## src/rtl/mem_exec_unit_pkg.sv

```systemverilog
// Shared types and constants for the memory execution unit slice.
package mem_exec_unit_pkg;

  localparam int unsigned OPC_W     = 3;
  localparam int unsigned VAL_W     = 3;
  localparam int unsigned ADDR_W    = 2;
  localparam int unsigned ROB_W     = 2;
  localparam int unsigned MEM_WORDS = 4;

  localparam logic [OPC_W-1:0] OP_LD  = 3'b101;
  localparam logic [OPC_W-1:0] OP_STR = 3'b110;

  typedef struct packed {
    logic [OPC_W-1:0]  opcode;
    logic [VAL_W-1:0]  val;
    logic [ADDR_W-1:0] addr;
    logic [ROB_W-1:0]  rob_idx;
  } mem_op_t;

  typedef enum logic [1:0] {
    IDLE   = 2'd0,
    ACCESS = 2'd1,
    BCAST  = 2'd2
  } lsu_state_t;

  function automatic logic is_mem_op(input logic [OPC_W-1:0] opc);
    return (opc == OP_LD) || (opc == OP_STR);
  endfunction

endpackage

```

## src/rtl/mem_exec_unit_if.sv

```systemverilog
// Issue-side and CDB-side signals between reservation stations and the memory unit.
interface mem_exec_unit_if;
  import mem_exec_unit_pkg::*;

  logic              issue_valid;
  logic [OPC_W-1:0]  issue_opcode;
  logic [VAL_W-1:0]  issue_val;
  logic [ADDR_W-1:0] issue_addr;
  logic [ROB_W-1:0]  issue_rob_idx;
  logic              cdb_grant;
  logic              cdb_req;
  logic              cdb_en;
  logic [ROB_W-1:0]  cdb_rob_idx;
  logic [VAL_W-1:0]  cdb_val;

  modport master (
    output issue_valid, issue_opcode, issue_val, issue_addr, issue_rob_idx, cdb_grant,
    input  cdb_req, cdb_en, cdb_rob_idx, cdb_val
  );

  modport slave (
    input  issue_valid, issue_opcode, issue_val, issue_addr, issue_rob_idx, cdb_grant,
    output cdb_req, cdb_en, cdb_rob_idx, cdb_val
  );

endinterface

```

## src/rtl/mem_exec_queue.sv

```systemverilog
// In-order input FIFO of memory ops; flush empties it, overflow is sticky until reset.
module mem_exec_queue
  import mem_exec_unit_pkg::*;
#(
  parameter int unsigned DEPTH = 2
) (
  input  logic    clk,
  input  logic    rst,
  input  logic    flush,
  input  logic    push,
  input  logic    pop,
  input  mem_op_t wr_data,
  output mem_op_t rd_data,
  output logic    full,
  output logic    empty,
  output logic    overflow
);

  localparam int unsigned PTR_W = $clog2(DEPTH);
  localparam int unsigned CNT_W = PTR_W + 1;

  mem_op_t            buf_q [DEPTH];
  logic [PTR_W-1:0]   wr_ptr;
  logic [PTR_W-1:0]   rd_ptr;
  logic [CNT_W-1:0]   count;
  logic               do_push;
  logic               do_pop;

  assign full    = (count == CNT_W'(DEPTH));
  assign empty   = (count == '0);
  assign do_pop  = pop && !empty;
  // A pop in the same cycle frees the slot the push needs.
  assign do_push = push && (!full || do_pop);
  assign rd_data = buf_q[rd_ptr];

  always_ff @(posedge clk) begin
    if (!rst && !flush && do_push) begin
      buf_q[wr_ptr] <= wr_data;
    end
  end

  always_ff @(posedge clk) begin
    if (rst) begin
      wr_ptr   <= '0;
      rd_ptr   <= '0;
      count    <= '0;
      overflow <= 1'b0;
    end else if (flush) begin
      wr_ptr <= '0;
      rd_ptr <= '0;
      count  <= '0;
    end else begin
      if (do_push) wr_ptr <= wr_ptr + PTR_W'(1);
      if (do_pop)  rd_ptr <= rd_ptr + PTR_W'(1);
      count <= count + CNT_W'(do_push) - CNT_W'(do_pop);
      if (push && full && !do_pop) overflow <= 1'b1;
    end
  end

endmodule

```

## src/rtl/mem_exec_unit.sv

```systemverilog
// Memory execution unit: queues issued LD/STR ops, runs them in order against a
// private 4-word memory and broadcasts each result on the CDB.
module mem_exec_unit
  import mem_exec_unit_pkg::*;
#(
  parameter int unsigned QDEPTH      = 2,
  parameter int unsigned MEM_LATENCY = 1
) (
  input  logic                  clk,
  input  logic                  rst,
  input  logic                  flush,
  mem_exec_unit_if.slave        bus,
  output logic                  lsu_full,
  output logic                  lsu_idle,
  output logic                  illegal_op,
  output logic                  overflow
);

  localparam int unsigned CNT_W = (MEM_LATENCY > 1) ? $clog2(MEM_LATENCY) : 1;

  mem_op_t           issue_op;
  mem_op_t           head_op;
  mem_op_t           op_q;
  lsu_state_t        state_q;
  lsu_state_t        state_d;
  logic [CNT_W-1:0]  cnt_q;
  logic [VAL_W-1:0]  res_q;
  logic [VAL_W-1:0]  mem_q [MEM_WORDS];
  logic              legal;
  logic              push;
  logic              pop;
  logic              q_empty;
  logic              access_done;

  assign issue_op = '{opcode:  bus.issue_opcode,
                      val:     bus.issue_val,
                      addr:    bus.issue_addr,
                      rob_idx: bus.issue_rob_idx};
  assign legal    = is_mem_op(bus.issue_opcode);
  assign push     = bus.issue_valid && legal && !flush;

  mem_exec_queue #(.DEPTH(QDEPTH)) u_queue (
    .clk      (clk),
    .rst      (rst),
    .flush    (flush),
    .push     (push),
    .pop      (pop),
    .wr_data  (issue_op),
    .rd_data  (head_op),
    .full     (lsu_full),
    .empty    (q_empty),
    .overflow (overflow)
  );

  always_ff @(posedge clk) begin
    if (rst) state_q <= IDLE;
    else     state_q <= state_d;
  end

  // Next state; flush returns to IDLE from anywhere.
  always_comb begin
    state_d = state_q;
    if (flush) begin
      state_d = IDLE;
    end else begin
      unique case (state_q)
        IDLE:    if (!q_empty)       state_d = ACCESS;
        ACCESS:  if (cnt_q == '0)    state_d = BCAST;
        BCAST:   if (bus.cdb_grant)  state_d = IDLE;
        default:                     state_d = IDLE;
      endcase
    end
  end

  always_comb begin
    pop         = 1'b0;
    access_done = 1'b0;
    bus.cdb_req = 1'b0;
    bus.cdb_en  = 1'b0;
    lsu_idle    = 1'b0;
    unique case (state_q)
      IDLE: begin
        pop      = !q_empty && !flush;
        lsu_idle = q_empty;
      end
      ACCESS:  access_done = (cnt_q == '0) && !flush;
      BCAST: begin
        bus.cdb_req = 1'b1;
        bus.cdb_en  = bus.cdb_grant;
      end
      default: ;
    endcase
  end

  assign bus.cdb_rob_idx = op_q.rob_idx;
  assign bus.cdb_val     = res_q;

  // Op register, latency counter, result register and data memory.
  always_ff @(posedge clk) begin
    if (rst) begin
      op_q       <= '0;
      cnt_q      <= '0;
      res_q      <= '0;
      illegal_op <= 1'b0;
      for (int i = 0; i < MEM_WORDS; i++) mem_q[i] <= '0;
    end else begin
      illegal_op <= bus.issue_valid && !legal && !flush;
      if (pop) begin
        op_q  <= head_op;
        cnt_q <= CNT_W'(MEM_LATENCY - 1);
      end else if (state_q == ACCESS && cnt_q != '0) begin
        cnt_q <= cnt_q - CNT_W'(1);
      end
      if (access_done) begin
        if (op_q.opcode == OP_STR) begin
          mem_q[op_q.addr] <= op_q.val;
          res_q            <= op_q.val;
        end else begin
          res_q <= mem_q[op_q.addr];
        end
      end
    end
  end

endmodule
```

## src/flat_wrapper.sv

```systemverilog
// flat-port wrapper written by rule: the top's interface ports become plain ports
module mem_exec_unit_flat import mem_exec_unit_pkg::*;
#(
  parameter int unsigned QDEPTH      = 2,
  parameter int unsigned MEM_LATENCY = 1
)
  (clk, rst, flush, lsu_full, lsu_idle, illegal_op, overflow, bus_issue_valid, bus_issue_opcode, bus_issue_val, bus_issue_addr, bus_issue_rob_idx, bus_cdb_grant, bus_cdb_req, bus_cdb_en, bus_cdb_rob_idx, bus_cdb_val);
  mem_exec_unit_if bus_i ();
  input  logic clk;
  input  logic rst;
  input  logic flush;
  output logic lsu_full;
  output logic lsu_idle;
  output logic illegal_op;
  output logic overflow;
  input wire logic [$bits(bus_i.issue_valid)-1:0] bus_issue_valid;
  input wire logic [$bits(bus_i.issue_opcode)-1:0] bus_issue_opcode;
  input wire logic [$bits(bus_i.issue_val)-1:0] bus_issue_val;
  input wire logic [$bits(bus_i.issue_addr)-1:0] bus_issue_addr;
  input wire logic [$bits(bus_i.issue_rob_idx)-1:0] bus_issue_rob_idx;
  input wire logic [$bits(bus_i.cdb_grant)-1:0] bus_cdb_grant;
  output wire logic [$bits(bus_i.cdb_req)-1:0] bus_cdb_req;
  output wire logic [$bits(bus_i.cdb_en)-1:0] bus_cdb_en;
  output wire logic [$bits(bus_i.cdb_rob_idx)-1:0] bus_cdb_rob_idx;
  output wire logic [$bits(bus_i.cdb_val)-1:0] bus_cdb_val;
  assign bus_i.issue_valid = bus_issue_valid;
  assign bus_i.issue_opcode = bus_issue_opcode;
  assign bus_i.issue_val = bus_issue_val;
  assign bus_i.issue_addr = bus_issue_addr;
  assign bus_i.issue_rob_idx = bus_issue_rob_idx;
  assign bus_i.cdb_grant = bus_cdb_grant;
  assign bus_cdb_req = bus_i.cdb_req;
  assign bus_cdb_en = bus_i.cdb_en;
  assign bus_cdb_rob_idx = bus_i.cdb_rob_idx;
  assign bus_cdb_val = bus_i.cdb_val;
  mem_exec_unit #(.QDEPTH(QDEPTH), .MEM_LATENCY(MEM_LATENCY)) u_core (.clk(clk), .rst(rst), .flush(flush), .bus(bus_i), .lsu_full(lsu_full), .lsu_idle(lsu_idle), .illegal_op(illegal_op), .overflow(overflow));
endmodule
```

## config.mk

```make
export PLATFORM = sky130hd
export DESIGN_NAME = mem_exec_unit_flat
export DESIGN_NICKNAME = d
export VERILOG_FILES = /design/src/rtl/mem_exec_unit_pkg.sv /design/src/rtl/mem_exec_unit_if.sv /design/src/rtl/mem_exec_queue.sv /design/src/rtl/mem_exec_unit.sv /design/src/flat_wrapper.sv
export SDC_FILE = /design/constraint.sdc
export NUM_CORES = 1
export LEC_CHECK = 0
export CAP_MARGIN = 30
export CORE_MARGIN = 3
export CORE_UTILIZATION = 40
export CTS_BUF_LIST = sky130_fd_sc_hd__clkbuf_4
export DETAILED_ROUTE_END_ITERATION = 8
export HOLD_SLACK_MARGIN = 0.12
export PLACE_DENSITY_LB_ADDON = 0.05
export RECOVER_POWER = 50
export SKIP_LAST_GASP = 1
export SLEW_MARGIN = 20
export SYNTH_ARGS = -nofsm -noshare
export SYNTH_HDL_FRONTEND = slang
export SYNTH_SLANG_ARGS = --single-unit
```

## constraint.sdc

```tcl
create_clock -name clk -period 1.65 [get_ports clk]
set_input_delay 0.2475 -clock clk [delete_from_list [all_inputs] [get_ports clk]]
set_output_delay 0.2475 -clock clk [all_outputs]
set_load 0.1 [all_outputs]
```

Yosys cells after proc, flatten, opt, wreduce, memory -nomap -nowiden
Memory sizes are Yosys's and may differ from the RTL's. A register that Yosys moved wholly into a read port is not among the register bits.
Cells that the tools add are included.
{"block": "word_totals", "regBits": 9, "ram_bits": 32, "output_inout_bits": 11, "n_memories": 2}
{"block": "classes", "n_addsub": 5, "n_eq_ne": 9, "n_mux": 20, "n_bitwise": 2, "n_reduce_logical": 28}
{"memory": "u_core.u_queue.buf_q", "depth": 2, "word_bits": 10, "read_ports": 1, "rd_clocked_by_memory_dff": 1, "write_ports": 1, "line_no": "mem_exec_queue.sv:22", "rtl": "mem_op_t buf_q [DEPTH];"}
{"memory": "u_core.mem_q", "depth": 4, "word_bits": 3, "read_ports": 1, "rd_clocked_by_memory_dff": 1, "write_ports": 4, "line_no": "mem_exec_unit.sv:28", "rtl": "logic [VAL_W-1:0] mem_q [MEM_WORDS];"}
{"cell": "2-to-1 mux 1 bit", "count": 14}
{"cell": "logical AND 1 bit", "count": 13}
{"cell": "== test 3 bit (second input constant)", "count": 3}
{"cell": "2-to-1 mux 2 bit", "count": 4}
{"cell": "zero test 1 bit", "count": 6}
{"cell": "inequality test 2 bit (second input constant)", "count": 3}
{"cell": "one-hot mux 2 bit (3 select lines)", "count": 1}
{"cell": "== test 2 bit (second input constant)", "count": 2}
{"cell": "zero test 2 bit", "count": 2}
{"cell": "OR reduction 2 bit", "count": 2}
{"cell": "2-to-1 mux 3 bit", "count": 1}
{"cell": "AND reduction 3 bit", "count": 1}
{"cell": "OR reduction 3 bit", "count": 1}
{"cell": "adder 1 bit (second input constant)", "count": 2}
{"cell": "adder 2 x 1 -> 2 bit", "count": 1}
{"cell": "== test 2 x 1 -> 1 bit (second input constant)", "count": 1}
{"cell": "logical OR 1 bit", "count": 2}
{"cell": "inverter 1 bit", "count": 2}
{"cell": "AND reduction 2 bit", "count": 1}
{"cell": "subtractor 2 x 1 -> 2 bit", "count": 1}
{"cell": "subtractor 1 bit (second input constant)", "count": 1}

Logic depth before layout (Yosys ltp)
{"block": "logic_depth", "word_depth": 10, "mapped_depth": 8, "depth_no_buf": 7}

Modules after synthesis
From an unflattened synthesis, not the netlist that was laid out.
{"block": "unflattened", "hier_cells": 195, "area_unflattened_um2": 2346.0}
{"mod": "mem_exec_unit", "n_inst": 1, "cells_per_inst": 135, "area_each_um2": 1335.0, "seq_area_each_um2": 700.7}
{"mod": "mem_exec_queue", "n_inst": 1, "cells_per_inst": 60, "area_each_um2": 1011.0, "seq_area_each_um2": 720.7}

Worst setup path after synthesis
Ideal clock, no wire load.
{"block": "synth_path", "kind": "flip-flop to output port", "from": "register u_core.state_q[1]", "to": "output bus_cdb_en", "arrival_ps": 2747, "required_time_ps": 1402, "path_slack_ps": -1344, "path_stages_with_launch": 4, "cell_sequence": "dfxtp_1 > buf_6 > nor2b_1 > and2_1"}
{"block": "synth_between", "elab_chain_cells": 2}
{"item": "from (decl)", "line_no": "mem_exec_unit.sv:24", "rtl": "lsu_state_t state_q;"}
{"item": "from (signal assigned)", "line_no": "mem_exec_unit.sv:57", "rtl": "else state_q <= state_d;"}
{"item": "== test 2 bit", "line_no": "mem_exec_unit.sv:81", "rtl": "unique case (state_q)"}
{"item": "2-to-1 mux 1 bit", "line_no": "mem_exec_unit.sv:81"}
{"item": "to (decl)", "line_no": "flat_wrapper.sv:23", "rtl": "output wire logic [$bits(bus_i.cdb_en)-1:0] bus_cdb_en;"}
Every way passes these cells.

Worst setup path in the final report
{"block": "layout_path", "from": "input bus_issue_valid", "to": "register u_core.u_queue.count[1]"}
{"block": "layout_between", "elab_chain_cells": 5}
{"item": "from (decl)", "line_no": "flat_wrapper.sv:16", "rtl": "input wire logic [$bits(bus_i.issue_valid)-1:0] bus_issue_valid;"}
{"item": "logical AND 1 bit (2 in a row)", "line_no": "mem_exec_unit.sv:40", "rtl": "assign push = bus.issue_valid && legal && !flush;"}
{"item": "logical AND 1 bit", "line_no": "mem_exec_queue.sv:33", "rtl": "assign do_push = push && (!full || do_pop);"}
{"item": "adder 2 x 1 -> 2 bit", "line_no": "mem_exec_queue.sv:55", "rtl": "count <= count + CNT_W'(do_push) - CNT_W'(do_pop);"}
{"item": "subtractor 2 x 1 -> 2 bit", "line_no": "mem_exec_queue.sv:55"}
{"item": "to (signal assigned)", "line_no": "mem_exec_queue.sv:55"}
{"item": "to (decl)", "line_no": "mem_exec_queue.sv:25", "rtl": "logic [CNT_W-1:0] count;"}
Every way passes these cells.
A chain may end at the register's enable or synchronous reset.

==> flow_metrics.env <==
export IMPL_cp_start_kind="input pin"
export IMPL_fin_ws_ps=-154
export IMPL_synth_area_um2=2290
export IMPL_cp_buffers_inverters=1
export IMPL_num_vias=1611
export IMPL_place_congestion=0.920
export IMPL_n_antenna_cell=0
export IMPL_synthesis_nets=196
export IMPL_fin_area_um2=3030
export IMPL_drtPass1Iterations=5
export IMPL_die_h_um=81.6
export IMPL_rrSetupSlack_ps=-150
export IMPL_antenna_found_initial=0
export IMPL_root_buffer="clkbuf_4"
export IMPL_grt_total_usage_pct=15.4
export IMPL_synth_seq_area_share_pct=61.3
export IMPL_yosys_warnings=0
export IMPL_crit_path_top_delay_cell="clkdlybuf4s50_1"
export IMPL_pwr_share_comb_pct=8.7
export IMPL_finalSetupViolations=7
export IMPL_crit_required_ps=1960
export IMPL_violations="setup timing"
export IMPL_fin_nets=251
export IMPL_final_seq_area_um2=1400
export IMPL_avgRoutedWirePerCell_um=15.3
export IMPL_final_core_util_pct=57.2
export IMPL_core_um2=5300
export IMPL_status="complete, but fails checks"
export IMPL_internal_power_uw=1880
export IMPL_initial_utilization_pct=43.1
export IMPL_setup_worst_path_end_class="flop"
export IMPL_grt_max_degree=19
export IMPL_ant_nets=0
export IMPL_drtIter0Drc=84
export IMPL_area_delta_synth_final_pct=32.5
export IMPL_multi_input_area_um2=875
export IMPL_cts_tree="built"
export IMPL_synth_edf_count=32
export IMPL_hp_class="in2reg"
export IMPL_clock_power_share_pct=31.4
export IMPL_dieArea_um2=6660
export IMPL_final_cell_mix="edfxtp_1, buf_4, dfxtp_1"
export IMPL_arrival_ps=2120
export IMPL_cts_max_level=2
export IMPL_layout_commonest_cell="edfxtp_1"
export IMPL_leakagePower_uw=0.00111
export IMPL_critical_path_class="in2reg"
export IMPL_place_ws_ps=-686
export IMPL_finalCritPeriodShare_pct=109
export IMPL_drive_gt1_share_pct=32.6
export IMPL_grt_setup_unrepaired="true"
export IMPL_synthFlopType="edfxtp_1"
export IMPL_routed_wl_mm=4.69
export IMPL_grt_pass1_wl_mm=7.76
export IMPL_grt_overflow_total=0
export IMPL_dpl_cell_area_um2=2990
export IMPL_clock_tree_buffer_depth=2
export IMPL_port_buffers=25
export IMPL_row_count=26
export IMPL_viasPerCell=5.26
export IMPL_seqPwrFrac_pct=60.0
export IMPL_grt_pass1_vias=1580
export IMPL_synth_seq_cells=54
export IMPL_drc_errors=0
export IMPL_clock_sinks=54
export IMPL_crit_chain="clkdlybuf4s50_1 > and2_4 > and3_1 > a31o_2 > ha_1 > xor2_1 > or3_1 > mux2i_1"
export IMPL_cap_violations=0
export IMPL_critPathTopFamily="simple AND/OR/NAND/NOR gates"
export IMPL_p_per_area_nw_per_um2=802
export IMPL_fin_tns_setup_ps=-290
export IMPL_nFillCells=474
export IMPL_synthCells=180
export IMPL_finalClockSkew_ps=4.67
export IMPL_p_sw_uw=556
export IMPL_total_power_uw=2430
export IMPL_cts_made_buffers=5
export IMPL_synth_distinct_cells=41
export IMPL_tightestPinTransition_ps=632
export IMPL_cts_clk_slew_worst_paths_ps=160
export IMPL_async_reset_ff_share_pct=0
export IMPL_hpwl_mm=3.62
export IMPL_fmax_mhz=554
export IMPL_cts_hold_buf=0
export IMPL_final_hold_violation_count=0
export IMPL_peakVddDrop_mv=0.691
export IMPL_die_width_um=81.6
export IMPL_maxSlewHeadroom_pct=57.8
export IMPL_ios=26
export IMPL_avgSynthCellArea_um2=12.7
export IMPL_slowest_delay_ps=420
export IMPL_maxSlewViolCount=0
export IMPL_p_sw_share_pct=22.8
export IMPL_clk_latency_ps=370
export IMPL_cp_max_fo=4
export IMPL_post_route_min_period_ps=1800
[metrics by stage]
step / hold WS, ps / std cells
2_1_floorplan: 325 / 180
3_3_place_gp: 492 / 296
3_5_place_dp: 503 / 296
4_1_cts: 330 / 304
5_1_grt: 358 / 306
6_report: 358 / 306
[power by group through the flow]
stage	combinational (uW)	clock (uW)	sequential (uW)
6_report	211	763	1460
5_1_grt	226	849	1460
4_1_cts	221	790	1460
3_5_place_dp	217	0	1490
3_3_place_gp	211	0	1490
2_1_floorplan	94.6	0	1490
[sequential cells by signal, summed over array words and instances (netlist names), 2 cells and up]
register	flops
u_core.bus.cdb_val	3
u_core.bus.cdb_rob_idx	2
u_core.u_queue.buf_q	20
u_core.op_q	8
u_core.mem_q	12
u_core.state_q	2
u_core.u_queue.count	2
[metal layers]
layer  global-route usage, %  up-vias  wire, um
li1                        -      792         -
met1                    20.1      782      2030
met2                    26.2       32      2450
met3                    3.62        5       164
met4                    3.49        0        47
met5                       0        -         0
[cells by family (layout without fill, tap and decap cells)]
group	count (synthesis)	after routing	share of synthesized area (%)
compound gates	41	41	12.4
buf+inv	20	76	4.16
flops	54	54	61.3
mux	18	18	9.52
xor+xnor	2	2	0.766
simple gates	44	44	11.3
fa+ha+maj	1	1	0.547
[area by class of cell]
| type | count | area share, % |
|---|---|---|
| Multi-Input combinational cell | 106 | 28.8 |
| Clock inverter | 3 | 1.57 |
| Timing Repair Buffer | 61 | 18.2 |
| Clock buffer | 5 | 1.24 |
| Tap cell | 70 | 2.89 |
| Sequential cell | 54 | 46.3 |
| Inverter | 7 | 0.949 |
[worst register-to-register path: stages, from the launching register on]
cell and delay [ps]:
dfxtp_1 410, or2_4 160, nand3_1 110, a31o_2 250
ha_1 190, xor2_1 150, or3_1 320, mux2i_1 150
[cells in the mapped netlist, types with 2 or more instances]
cell / n / area [um^2]
edfxtp_1: 32 / 961
dfxtp_1: 22 / 440
mux2i_1: 15 / 150
nor2_1: 11 / 41.3
a211oi_1: 10 / 75.1
a31oi_1: 10 / 62.6
inv_1: 7 / 26.3
o21ai_0: 7 / 35.0
clkbuf_1: 6 / 22.5
nor3_1: 6 / 30.0
nand2_1: 5 / 18.8
a21oi_1: 4 / 20.0
buf_2: 4 / 20.0
and2_1: 3 / 18.8
mux4_2: 3 / 67.6
nand2b_1: 3 / 18.8
nand4_1: 3 / 18.8
and3_1: 2 / 12.5
buf_4: 2 / 15.0
nor2b_1: 2 / 12.5
or3_1: 2 / 12.5
xor2_1: 2 / 17.5
[final timing paths]
path                                                              to  cells after the start                                 start
worst max register to register    u_core.u_queue.count[1]$_SDFF_PP0_                      7    u_core.u_queue.count[0]$_SDFF_PP0_
worst min register to register  u_core.u_queue.overflow$_SDFFE_PP0P_                      1  u_core.u_queue.overflow$_SDFFE_PP0P_
worst max-delay path              u_core.u_queue.count[1]$_SDFF_PP0_                      8                       bus_issue_valid
worst min-delay path            u_core.u_queue.buf_q[0][7]$_DFFE_PP_                      2                   bus_issue_opcode[0]
[repair_timing]
item / in CTS / in global routing
resized for setup: 12 / 10
pin swaps: 0 / 4
setup endpoints to repair: 7 / 26
buffers inserted: 0 / 2
(Power assumes the default switching activity.)
==> RTL edit 1, RTL diff (same flow settings) <==
Encoding of `lsu_state_t`: now one-hot (3 bits for 3 states).
--- a/src/rtl/mem_exec_unit_pkg.sv
+++ b/src/rtl/mem_exec_unit_pkg.sv
@@ -18,8 +18,8 @@
   } mem_op_t;
 
-  typedef enum logic [1:0] {
-    IDLE   = 2'd0,
-    ACCESS = 2'd1,
-    BCAST  = 2'd2
+  typedef enum logic [2:0] {
+    IDLE   = 3'b001,
+    ACCESS = 3'b010,
+    BCAST  = 3'b100
   } lsu_state_t;
 
Behaviour: same outputs for any inputs over 10 cycles, from zero or initial values and one cycle with rst high; not proved beyond that.
==> RTL edit 1 against the unedited design <==
- the run still ends with negative setup slack left
- routed wire length increased by 10%
- clock skew increased by 0.0014 ns
- sequential cell count up 1
- clock power fell by 2%
- synthesized area increased by 3.4%
- power decreased by 0.20%
- setup slack got worse by 0.18 ns
- design area up 12%
- critical endpoint is now u_core.u_queue.buf_q[0][9]$_DFFE_PP_
- highest routed layer unchanged
==> RTL edit 1: results (changes against the unedited design) <==
layout:
  fill_cells: 470  # was 474
  final_cell_count_no_fill: 328  # was 306
  fin_nets: 271  # was 251
  drive_gt1_frac: 0.355  # was 0.326
critical_path:
  timing.rr.start: "u_core.state_q[2]$_SDFFE_PP0P_"  # was u_core.u_queue.count[0]$_SDFF_PP0_
  ff2ff_path_depth: 6  # was 7
  startpoint: "u_core.state_q[2]$_SDFFE_PP0P_"  # was bus_issue_valid
  crit_path_max_fanout: 5  # was 4
  cpPeakStageDelay_ns: 0.39  # was 0.42 ns
  crit_slowest_cell: "or3b_4"  # was clkdlybuf4s50_1
yosys:
  avgSynthCellArea_sq_um: 12.4  # was 12.7 sq um
  synth_xor_xnor_area_share: 0.0148  # was 0.00766
  syn_nets: 207  # was 196
  yosys-top-cells-count: "32 x edfxtp_1, 23 x dfxtp_1, 21 x nor2_1, 12 x nand2_1"  # was 32 x edfxtp_1, 22 x dfxtp_1, 15 x mux2i_1, 11 x nor2_1
  ys_types: 45  # was 41
  synth_fa_ha_area_frac: 0.00529  # was 0.00547
  synth-compound-area-share: 0.0831  # was 0.124
  yosysSeqAreaShare: 0.601  # was 0.613
clock_network:
  cts_setup_buffers: 8  # was 0
  ctsResizeCount: 17  # was 12
placement:
  post_dp_cell_area_sq_um: 3110  # was 2990 sq um
  gp_congestion: 0.841  # was 0.920
  pre_cts_ws_ns: -0.594  # was -0.686 ns
  dp_hpwl_um: 3710  # was 3620 um
  dp.cells: 307  # was 296
detailed_routing:
  routed-wl-met3_um: 175  # was 164 um
  met2WireLength_um: 2760  # was 2450 um
  firstDrtPassIters: 4  # was 5
  wl_per_cell_um: 15.8  # was 15.3 um
  routedLengthMet1_um: 2040  # was 2030 um
  dr.first_iter.drc_count: 81  # was 84
  via_count: 1720  # was 1611
worst_hold_path:
  hold_class: "reg2reg"  # was in2reg
  hold_path.startpoint: "u_core.u_queue.wr_ptr$_SDFFE_PP0P_"  # was bus_issue_opcode[0]
timing:
  setup_viol: 44  # was 7
  skew_ns: 0.00603  # was 0.00467 ns
  finalWorstSetupSlack_ns: -0.335  # was -0.154 ns
global_route:
  grtUsageMet3: 0.0407  # was 0.0362
  grt_max_degree: 22  # was 19
  grt_pass1_wl_um: 8490  # was 7760 um
  met1_usage: 0.173  # was 0.201
  met2_usage: 0.278  # was 0.262
power_and_ir_drop:
  vdd_ir_drop_max_mv: 0.360  # was 0.691 mV
  leakagePower_nw: 1.19  # was 1.11 nW
run_status:
  violations: "negative setup slack"  # unchanged
  status: "finished, violations left"  # unchanged
-- RTL edit 1: cell count changes in the layout (fill, tap and decap cells not counted), moves of 4 or more --
| cell | unedited run | this run |
|---|---|---|
| clkbuf_2 | 7 | 0 |
| buf_12 | 6 | 12 |
| nor2_1 | 7 | 18 |
| o21ai_0 | 7 | 2 |
| nor4_4 | 0 | 4 |
| nand2_1 | 4 | 12 |
| and2_1 | 1 | 9 |
| a31oi_1 | 10 | 0 |
| buf_6 | 2 | 14 |
| mux2i_1 | 15 | 11 |
-- RTL edit 1: cells by family (layout without fill, tap and decap cells) --
logic type / count (synthesis) / after routing
buf+inv: 15 / 80
compound gates: 27 / 27
simple gates: 75 / 75
mux: 14 / 14
flops: 55 / 55
fa+ha+maj: 1 / 1
xor+xnor: 4 / 4
-- RTL edit 1: layout make-up --
type	count	area (sq um)	area share
clock inverter	3	42.5	0.0125
clock buffer	5	37.5	0.0110
tap	72	90.1	0.0265
inverter	3	11.3	0.00331
sequential	55	1430	0.418
multi-input combinational	121	1040	0.306
timing repair buffer	69	758	0.223
-- RTL edit 1: report_power, final --
group          leakage (nW)  internal (W)  total, W  switching, W
logic                 0.655     0.0000971  0.000197     0.0000999
clock network        0.0432      0.000321  0.000749      0.000429
registers             0.490       0.00147   0.00148     0.0000139
total                  1.19       0.00188   0.00243      0.000543
-- RTL edit 1: path summary, 6_finish.rpt --
check | end | slack (ns)
worst min-delay path | u_core.u_queue.wr_ptr$_SDFFE_PP0P_ | 0.48
worst max register to register | u_core.u_queue.buf_q[0][9]$_DFFE_PP_ | -0.33
worst min register to register | u_core.u_queue.wr_ptr$_SDFFE_PP0P_ | 0.48
worst max-delay path | u_core.u_queue.buf_q[0][9]$_DFFE_PP_ | -0.33
==> RTL edit 2, RTL diff (same flow settings) <==
Without the edit above. Change the package constant `MEM_WORDS` from 4 to 2.
--- a/src/rtl/mem_exec_unit_pkg.sv
+++ b/src/rtl/mem_exec_unit_pkg.sv
@@ -6,5 +6,5 @@
   localparam int unsigned ADDR_W    = 2;
   localparam int unsigned ROB_W     = 2;
-  localparam int unsigned MEM_WORDS = 4;
+  localparam int unsigned MEM_WORDS = 2;
 
   localparam logic [OPC_W-1:0] OP_LD  = 3'b101;
Formal check against the unedited RTL: not equivalent (Yosys sat finds a counterexample within 10 cycles, from zero or initial values and one cycle with rst high).
==> RTL edit 2 against the unedited design <==
- the run still ends with negative setup slack left
- design area decreased by 16%
- synthesized area is 15% lower
- setup slack better by 0.14 ns
- utilization shrank 0.37 points
- routed wire length decreased by 23%
- final cell count down 16%
- die area fell by 14%
- sequential cell count is 9 lower
- power fell by 23%
- critical path type is now reg2out
- critical endpoint is now lsu_full
==> RTL edit 2: results (changes against the unedited design) <==
global_route:
  grt_pass1_wl_um: 6040  # was 7760 um
  grt_pass1_vias: 1304  # was 1580
  grt_usage: 0.145  # was 0.154
placement:
  pre_cts_ws_ns: -0.565  # was -0.686 ns
  io_buffers: 24  # was 25
  dp.cells: 242  # was 296
  gp_congestion: 0.773  # was 0.920
  post_dp_cell_area_sq_um: 2500  # was 2990 sq um
  dp_hpwl_um: 2700  # was 3620 um
timing:
  skew_ns: 0.0192  # was 0.00467 ns
  tns_ns: -0.0102  # was -0.290 ns
  finalWorstSetupSlack_ns: -0.0102  # was -0.154 ns
  worst_pin_slew_ns: 0.559  # was 0.632 ns
  setup_viol: 1  # was 7
layout:
  fin_nets: 219  # was 251
  top_regs: "u_core.u_queue.buf_q (18), u_core.op_q (7), u_core.mem_q (6)"  # was u_core.u_queue.buf_q (20), u_core.mem_q (12), u_core.op_q (8)
  ff_latch_area_sq_um: 1150  # was 1400 sq um
  clkCellAreaFrac: 0.0215  # was 0.0281
  non_clock_buffer_count: 52  # was 61
  inverters: 4  # was 7
yosys:
  synth_cells: 153  # was 180
  ys_types: 39  # was 41
  yosysSeqAreaShare: 0.590  # was 0.613
  synth_edf_count: 24  # was 32
  yosys-top-cells-count: "24 x edfxtp_1, 21 x dfxtp_1, 16 x nor2_1, 12 x mux2i_1, 9 x a211oi_2"  # was 32 x edfxtp_1, 22 x dfxtp_1, 15 x mux2i_1, 11 x nor2_1
  syn_nets: 169  # was 196
  ys_top_cells_by_area: "edfxtp_1 37%, dfxtp_1 22%, mux2i_1 6.2%"  # was edfxtp_1 42%, dfxtp_1 19%, mux2i_1 6.6%
power_and_ir_drop:
  leakagePower_nw: 0.935  # was 1.11 nW
critical_path:
  crit_slowest_cell: "dfxtp_2"  # was clkdlybuf4s50_1
  cpPeakStageDelay_ns: 0.36  # was 0.42 ns
  crit_family: "buffers and inverters"  # was simple AND/OR/NAND/NOR gates
  crit_arrival_ns: 1.41  # was 2.12 ns
detailed_routing:
  dr.first_iter.drc_count: 44  # was 84
  wl_per_cell_um: 14.2  # was 15.3 um
  firstDrtPassIters: 4  # was 5
  routedLengthMet1_um: 1490  # was 2030 um
clock_network:
  path_clk_slew_ns: 0.12  # was 0.16 ns
run_status:
  violations: "negative setup slack"  # unchanged
  status: "finished, violations left"  # unchanged
RTL edit 2: changes by cell type after synthesis, moves of 4 or more:
cell / change
a211oi_1: -10
a211oi_2: +9
a31oi_1: -10
and2_1: +5
clkbuf_1: -5
edfxtp_1: -8
nor2_1: +5
o211ai_1: +4
o21ai_0: -7
RTL edit 2: logic make-up after synthesis:
kind of cell | after synthesis | share of synthesized area
buf+inv | 13 | 0.0401
simple gates | 57 | 0.187
fa+ha+maj | 1 | 0.00647
xor+xnor | 3 | 0.0136
compound gates | 22 | 0.100
mux | 12 | 0.0621
flops | 45 | 0.590
RTL edit 2: what timing repair did:
item / 4_1_cts / 5_1_grt
pin swaps: 7 / 6
endpoints found under the hold margin: 0 / 0
endpoints found under the setup margin: 21 / 22
setup buffers: 3 / 3
resized for setup: 12 / 5
cloned: 0 / 0
RTL edit 2: where the power goes:
group	total, W	internal [W]	switching (W)	leakage [nW]
clock	0.000503	0.000161	0.000342	0.0310
sequential	0.00120	0.00119	0.00000935	0.396
combinational	0.000164	0.0000742	0.0000894	0.508
total	0.00187	0.00142	0.000441	0.935
RTL edit 2: path summary, 6_finish.rpt:
check / startpoint / slack, ns / depth (start not counted) / to
worst max-delay path: u_core.u_queue.count[1]$_SDFF_PP0_ / -0.01 / 6 / lsu_full
worst min-delay path: bus_issue_opcode[1] / 0.40 / 2 / u_core.u_queue.buf_q[0][8]$_DFFE_PP_
worst max register to register: u_core.u_queue.count[1]$_SDFF_PP0_ / 0.02 / 9 / u_core.u_queue.count[1]$_SDFF_PP0_
worst min register to register: u_core.u_queue.overflow$_SDFFE_PP0P_ / 0.47 / 2 / u_core.u_queue.overflow$_SDFFE_PP0P_
